`src/rtl/pcnt_cfg_pkg.sv`:
```
// Shared definitions for the counter configuration path: CSR map, data widths,
// direction encodings and the arbiter state type.
package pcnt_cfg_pkg;

    localparam int CFG_AW = 3;
    localparam int CFG_DW = 10;

    localparam logic [CFG_AW-1:0] CSR_DIR  = 3'd0;
    localparam logic [CFG_AW-1:0] CSR_MIN  = 3'd1;
    localparam logic [CFG_AW-1:0] CSR_MAX  = 3'd2;
    localparam logic [CFG_AW-1:0] CSR_STEP = 3'd3;

    typedef enum logic [1:0] {
        DIR_UP      = 2'd0,
        DIR_DOWN    = 2'd1,
        DIR_SUSPEND = 2'd2
    } pcnt_dir_e;

    typedef enum logic [1:0] {
        ARB_IDLE  = 2'd0,
        ARB_ISSUE = 2'd1,
        ARB_WAIT  = 2'd2,
        ARB_RESP  = 2'd3
    } arb_state_e;

    // Decoded CSR space ends at CSR_STEP; anything above is unmapped.
    function automatic logic csr_addr_unmapped(input logic [CFG_AW-1:0] addr);
        return (addr > CSR_STEP);
    endfunction

endpackage

```
`src/rtl/pcnt_cfg_arb_rr.sv`:
```
// Combinational round-robin picker: searches ptr+1 .. ptr+N (mod N) and
// returns the first requester found as a one-hot grant plus its index.
module pcnt_rr_arb #(
    parameter int N  = 3,
    parameter int IW = $clog2(N)
) (
    input  logic [N-1:0]  req,
    input  logic [IW-1:0] ptr,
    output logic [N-1:0]  grant,
    output logic [IW-1:0] grant_idx,
    output logic          grant_any
);

    int            cand;
    logic [IW-1:0] cand_idx;
    logic          hit;

    // Walk the rotated request vector, keeping only the first hit.
    always_comb begin
        grant     = '0;
        grant_idx = '0;
        grant_any = 1'b0;
        cand      = 0;
        cand_idx  = '0;
        hit       = 1'b0;
        for (int k = 1; k <= N; k++) begin
            cand      = (int'(ptr) + k) % N;
            cand_idx  = IW'(cand);
            hit       = req[cand_idx] & ~grant_any;
            grant     = grant | ({{(N-1){1'b0}}, hit} << cand);
            grant_idx = hit ? cand_idx : grant_idx;
            grant_any = grant_any | hit;
        end
    end

endmodule

```
`src/rtl/pcnt_cfg_arb.sv`:
```
// Round-robin arbiter serialising NUM_REQ requesters onto the counter's config port.
// Optional feature macro: PCNT_CFG_ARB_ADDR_CHECK_EN (reject addresses above CSR_STEP).
module pcnt_cfg_arb
    import pcnt_cfg_pkg::*;
#(
    parameter int NUM_REQ = 3,
    parameter int AW      = CFG_AW,
    parameter int DW      = CFG_DW,
    parameter int RD_LAT  = 1
) (
    input  logic                       clk,
    input  logic                       rst,
    input  logic [NUM_REQ-1:0]         req_valid,
    output logic [NUM_REQ-1:0]         req_ready,
    input  logic [NUM_REQ-1:0]         req_rd_wr,
    input  logic [NUM_REQ*AW-1:0]      req_addr,
    input  logic [NUM_REQ*DW-1:0]      req_wdata,
    output logic [NUM_REQ-1:0]         rsp_valid,
    output logic [DW-1:0]              rsp_rdata,
    output logic                       rsp_err,
    output logic                       cfg_enable,
    output logic                       cfg_rd_wr,
    output logic [AW-1:0]              cfg_addr,
    output logic [DW-1:0]              cfg_wdata,
    input  logic [DW-1:0]              cfg_rdata,
    output logic                       busy,
    output logic [$clog2(NUM_REQ)-1:0] grant_id
);

    localparam int IW = $clog2(NUM_REQ);
    localparam int CW = 3;

    arb_state_e    state_q, state_d;
    logic [IW-1:0] ptr_q, ptr_d;
    logic [IW-1:0] id_q, id_d;
    logic [CW-1:0] cnt_q, cnt_d;
    logic [DW-1:0] rdata_q, rdata_d;
    logic          err_q, err_d;
    logic          cfg_enable_q, cfg_enable_d;
    logic          cfg_rd_wr_q, cfg_rd_wr_d;
    logic [AW-1:0] cfg_addr_q, cfg_addr_d;
    logic [DW-1:0] cfg_wdata_q, cfg_wdata_d;

    logic [NUM_REQ-1:0] gnt_vec;
    logic [IW-1:0]      gnt_idx;
    logic               gnt_any;
    logic               sel_rd_wr;
    logic [AW-1:0]      sel_addr;
    logic [DW-1:0]      sel_wdata;
    logic               addr_bad;

    pcnt_rr_arb #(
        .N  (NUM_REQ),
        .IW (IW)
    ) u_rr (
        .req       (req_valid),
        .ptr       (ptr_q),
        .grant     (gnt_vec),
        .grant_idx (gnt_idx),
        .grant_any (gnt_any)
    );

    assign sel_rd_wr = req_rd_wr[gnt_idx];
    assign sel_addr  = req_addr[gnt_idx*AW +: AW];
    assign sel_wdata = req_wdata[gnt_idx*DW +: DW];

`ifdef PCNT_CFG_ARB_ADDR_CHECK_EN
    assign addr_bad = (sel_addr > AW'(CSR_STEP));
`else
    assign addr_bad = 1'b0;
`endif

    // Next-state, handshake and captured-transaction logic.
    always_comb begin
        state_d      = state_q;
        ptr_d        = ptr_q;
        id_d         = id_q;
        cnt_d        = cnt_q;
        rdata_d      = rdata_q;
        err_d        = err_q;
        cfg_enable_d = 1'b0;
        cfg_rd_wr_d  = cfg_rd_wr_q;
        cfg_addr_d   = cfg_addr_q;
        cfg_wdata_d  = cfg_wdata_q;
        req_ready    = '0;
        case (state_q)
            ARB_IDLE: begin
                if (gnt_any) begin
                    req_ready = gnt_vec;
                    ptr_d     = gnt_idx;
                    id_d      = gnt_idx;
                    rdata_d   = '0;
                    err_d     = addr_bad;
                    // Rejected addresses never reach the counter; cfg_* keep their old values.
                    if (addr_bad) begin
                        state_d = ARB_RESP;
                    end else begin
                        state_d      = ARB_ISSUE;
                        cfg_enable_d = 1'b1;
                        cfg_rd_wr_d  = sel_rd_wr;
                        cfg_addr_d   = sel_addr;
                        cfg_wdata_d  = sel_wdata;
                    end
                end else begin
                    state_d = ARB_IDLE;
                end
            end
            ARB_ISSUE: begin
                if (cfg_rd_wr_q) begin
                    state_d = ARB_WAIT;
                    cnt_d   = CW'(RD_LAT - 1);
                end else begin
                    state_d = ARB_RESP;
                end
            end
            ARB_WAIT: begin
                if (cnt_q == {CW{1'b0}}) begin
                    rdata_d = cfg_rdata;
                    state_d = ARB_RESP;
                end else begin
                    cnt_d = cnt_q - {{(CW-1){1'b0}}, 1'b1};
                end
            end
            ARB_RESP: begin
                state_d = ARB_IDLE;
            end
            default: begin
                state_d = ARB_IDLE;
            end
        endcase
    end

    // State and datapath registers.
    always_ff @(posedge clk) begin
        if (rst) begin
            state_q      <= ARB_IDLE;
            ptr_q        <= IW'(NUM_REQ - 1);
            id_q         <= '0;
            cnt_q        <= '0;
            rdata_q      <= '0;
            err_q        <= 1'b0;
            cfg_enable_q <= 1'b0;
            cfg_rd_wr_q  <= 1'b0;
            cfg_addr_q   <= '0;
            cfg_wdata_q  <= '0;
        end else begin
            state_q      <= state_d;
            ptr_q        <= ptr_d;
            id_q         <= id_d;
            cnt_q        <= cnt_d;
            rdata_q      <= rdata_d;
            err_q        <= err_d;
            cfg_enable_q <= cfg_enable_d;
            cfg_rd_wr_q  <= cfg_rd_wr_d;
            cfg_addr_q   <= cfg_addr_d;
            cfg_wdata_q  <= cfg_wdata_d;
        end
    end

    // Response outputs are decoded purely from registered state.
    always_comb begin
        rsp_valid = '0;
        rsp_rdata = '0;
        rsp_err   = 1'b0;
        if (state_q == ARB_RESP) begin
            rsp_valid = {{(NUM_REQ-1){1'b0}}, 1'b1} << id_q;
            rsp_rdata = rdata_q;
            rsp_err   = err_q;
        end else begin
            rsp_valid = '0;
        end
    end

    assign busy       = (state_q != ARB_IDLE);
    assign grant_id   = id_q;
    assign cfg_enable = cfg_enable_q;
    assign cfg_rd_wr  = cfg_rd_wr_q;
    assign cfg_addr   = cfg_addr_q;
    assign cfg_wdata  = cfg_wdata_q;

endmodule
```
`config.mk`:
```
export PLATFORM = sky130hd
export DESIGN_NAME = pcnt_cfg_arb
export DESIGN_NICKNAME = d
export VERILOG_FILES = /design/src/rtl/pcnt_cfg_pkg.sv /design/src/rtl/pcnt_cfg_arb_rr.sv /design/src/rtl/pcnt_cfg_arb.sv
export SDC_FILE = /design/constraint.sdc
export NUM_CORES = 1
export LEC_CHECK = 0
export ABC_AREA = 0
export CELL_PAD_IN_SITES_DETAIL_PLACEMENT = 1
export CELL_PAD_IN_SITES_GLOBAL_PLACEMENT = 2
export CORE_MARGIN = 5
export CORE_UTILIZATION = 27
export CTS_BUF_LIST = sky130_fd_sc_hd__clkbuf_8
export DETAILED_ROUTE_END_ITERATION = 10
export PLACE_DENSITY_LB_ADDON = 0.25
export SETUP_SLACK_MARGIN = 0.5
export SLEW_MARGIN = 20
export SYNTH_ARGS = -nofsm -noshare
export SYNTH_HDL_FRONTEND = slang
export SYNTH_SLANG_ARGS = --single-unit
export TNS_END_PERCENT = 50
```
`constraint.sdc`:
```
create_clock -name clk -period 3.8 [get_ports clk]
set_input_delay 0.38 -clock clk [delete_from_list [all_inputs] [get_ports clk]]
set_output_delay 0.38 -clock clk [all_outputs]
set_load 0.01 [all_outputs]
```
==> flow_metrics.py <==
metrics = {
    "timing": {
        "hold_viol_final": 0,
        "max_freq_mhz": 323,
        "rsz0062_at_grt": "no",
        "slew_headroom_pct": 34.2,
        "fin_crit_ns": 3.10,
        "fin_crit_sh_pct": 81.5,
        "fin_skew_ns": 0.0151,
        "slew_violations": 0,
        "tightest_slew_ns": 0.980,
        "fin_setup_tns_ns": 0,
        "setup_viol": 0,
    },
    "yosys": {
        "synth_top_area_cell": "dfxtp_1",
        "yosysWarnings": 0,
        "synth_fp_nets": 364,
        "synth_flop_cell": "dfxtp_1",
        "ys_seq_elements": 33,
        "avgSynthCellArea_um2": 8.36,
        "synth_top_area_share_pct": 27.1,
        "synth_area_leaders": "dfxtp_1 27%, ha_1 7.7%, mux2i_1 6.6%",
        "synth_cell_type_count": 45,
        "netlist_instances": 292,
        "synth_area_um2": 2440,
        "async_flop_share_pct": 0,
        "synth_edf_count": 0,
        "yosysSeqAreaShare_pct": 27.1,
    },
    "final_layout": {
        "layout.cells.most_common": "clkdlybuf4s50_1",
        "final_cell_mix": "90 x clkdlybuf4s50_1, 32 x dfxtp_1, 20 x nand2_1",
        "drive_gt1_share_pct": 8.89,
        "fin_util_pct": 40.4,
        "finalNonFillerCells": 479,
        "finalInstanceArea_um2": 3540,
        "fill_cells": 1037,
        "area_delta_synth_final_pct": 45.3,
        "antenna_cells": 0,
        "layout.nets": 442,
    },
    "global_routing": {
        "antenna_found_initial": 0,
        "grt_use_total_pct": 13.4,
        "grt_max_degree": 54,
        "grt_pass1_wl_um": 12200,
        "grt_pass1_vias": 2417,
        "grt.overflow.total": 0,
    },
    "drt": {
        "post_drt_via_cell_ratio": 5.12,
        "drtIter0Drc": 65,
        "postRouteAntennaNets": 0,
        "drc": 0,
        "vias": 2453,
        "drt-total-wl_um": 7730,
        "drt_pass1_iterations": 4,
        "avgRoutedWirePerCell_um": 16.1,
    },
    "critical_path": {
        "cp-end-kind": "output port",
        "cp_max_fo": 11,
        "arrival_ns": 2.72,
        "worstSetupStartpointType": "flip-flop",
        "crit_type": "reg -> out",
        "cp.required_ns": 3.42,
    },
    "power": {
        "vdd_drop_max_mv": 0.327,
        "power_density_nw_per_um2": 644,
        "sequentialPowerShare_pct": 24.5,
        "p_leak_nw": 1.34,
        "switching_share_pct": 43.0,
        "p_int_mw": 1.30,
        "p_comb_share_pct": 59.9,
        "p_sw_mw": 0.981,
        "power_frac_clock_pct": 15.6,
        "power_mw": 2.28,
    },
    "place": {
        "hpwl_um": 5680,
        "globalplace.congestion": 0.711,
        "io_buffer_count": 90,
        "placed_area_um2": 3400,
        "dp.cells": 471,
    },
    "clock_tree": {
        "post_cts_buffers": 0,
        "clk_latency_ns": 0.29,
        "cts_tree": "yes",
        "cts_made_buffers": 5,
        "root_buffer": "clkbuf_8",
        "clock_path_buffers": 2,
        "cts.sinks": 33,
        "htree_levels": 2,
        "path_clk_slew_ns": 0.08,
    },
    "floorplan": {
        "start_util_pct": 27.8,
        "fp-row-count": 34,
        "die-area_um2": 11000,
        "core_region_area_um2": 8760,
        "die_h_um": 105,
        "io_pins": 92,
        "die_w_um": 105,
    },
    "run": {
        "drv_cap": 0,
    },
    "worst_hold_path": {
        "hp-class": "reg -> reg",
    },
    "run_status": {
        "status": "finished, final reports clean",
    },
}
## timing repair
action | CTS | global route
endpoints found under the setup margin | 3 | 3
hold buffers | 0 | 0
pin swaps | 0 | 0
resized for setup | 2 | 4
endpoints found under the hold margin | 0 | 0
## layer usage
metal  GRT usage [%]  share of wire [%]  up-vias
met3            4.19                5.8        4
li1                -                  -     1219
met2            21.9                 47       53
met5               0                  0        -
met4            3.74               0.93        0
met1            16.8                 46     1177
## registers in the layout (all words and copies together), names as in the netlist
register and count:
cnt_q 3, ptr_q 2, cfg_enable 1, cfg_wdata 10
cfg_addr 3, state_q 2, rdata_q 10, cfg_rd_wr 1
grant_id 1
## per-stage QoR
| stage | hold WS [ns] | worst slack, ns |
|---|---|---|
| finish | 0.458 | 0.705 |
| global route | 0.473 | 0.543 |
| CTS | 0.461 | 0.531 |
| detailed placement | 0.450 | 0.686 |
| global placement | 0.447 | 0.753 |
| floorplan | 0.436 | 1.43 |
## kinds of logic (layout without fill, tap and decap cells)
group                    count (synthesis)  after routing  share of synthesized area, %
AND/OR/NAND/NOR                        122            122                          29.1
multiplexers                            17             17                          7.03
other                                    1              1                         0.154
AO/OA/AOI/OAI                           65             65                          21.4
flip-flops                              33             33                          27.1
XOR/XNOR                                 1              1                         0.359
buffers and inverters                   38            117                          7.18
adder cells (fa/ha/maj)                 15             15                          7.69
## area by class of cell
cell class	count	area, µm²	share of cell area (%)
tap	108	135	3.81
inverter	13	48.8	1.38
clock buffer	6	82.6	2.33
clock inverter	2	33.8	0.953
multi-input combinational	221	1640	46.2
sequential	33	662	18.7
timing repair buffer	96	946	26.7
## cell usage after synthesis, types with 2 or more instances
| cell | number |
|---|---|
| nor2b_1 | 4 |
| buf_6 | 2 |
| nor2_1 | 12 |
| clkbuf_1 | 15 |
| mux2i_1 | 16 |
| nand4b_1 | 14 |
| and2b_1 | 2 |
| o221ai_1 | 14 |
| nor3b_1 | 3 |
| nand2_1 | 20 |
| o21ai_0 | 8 |
| a21oi_1 | 17 |
| nand3_1 | 13 |
| nor3_1 | 3 |
| o211ai_1 | 2 |
| a31oi_1 | 3 |
| dfxtp_1 | 33 |
| buf_4 | 3 |
| buf_2 | 5 |
| ha_1 | 15 |
| nand4_1 | 3 |
| inv_1 | 13 |
| o221ai_2 | 10 |
| o2111ai_1 | 2 |
| and2_1 | 10 |
| and3_1 | 13 |
| nand2b_1 | 19 |
## power groups by stage
stage	logic [mW]	clock network, mW	registers (mW)
detailed placement	1.36	0	0.565
global placement	1.34	0	0.559
CTS	1.37	0.368	0.560
global route	1.51	0.374	0.578
floorplan	0.846	0	0.588
finish	1.37	0.356	0.559
## final timing paths
kind                               endpoint  slack [ns]                   from  cells after the start
setup / recovery               req_ready[2]        0.70  ptr_q[0]$_SDFFE_PP0P_                      9
hold / removal        cnt_q[1]$_SDFFE_PP0P_        0.46  cnt_q[1]$_SDFFE_PP0P_                      2
hold reg to reg       cnt_q[1]$_SDFFE_PP0P_        0.46  cnt_q[1]$_SDFFE_PP0P_                      2
setup reg to reg  cfg_wdata[5]$_SDFFE_PP0P_        0.95  ptr_q[0]$_SDFFE_PP0P_                      7
## worst max-delay path, stage by stage, from the launching register on
cell and delay [ns]:
dfxtp_2 0.39, inv_1 0.16, ha_4 0.31, inv_1 0.16, nand3_1 0.10, ha_1 0.31, o32ai_2 0.15, nand4_1 0.13
a31oi_1 0.15, clkdlybuf4s50_1 0.55
Power figures use the tool's default switching activity.
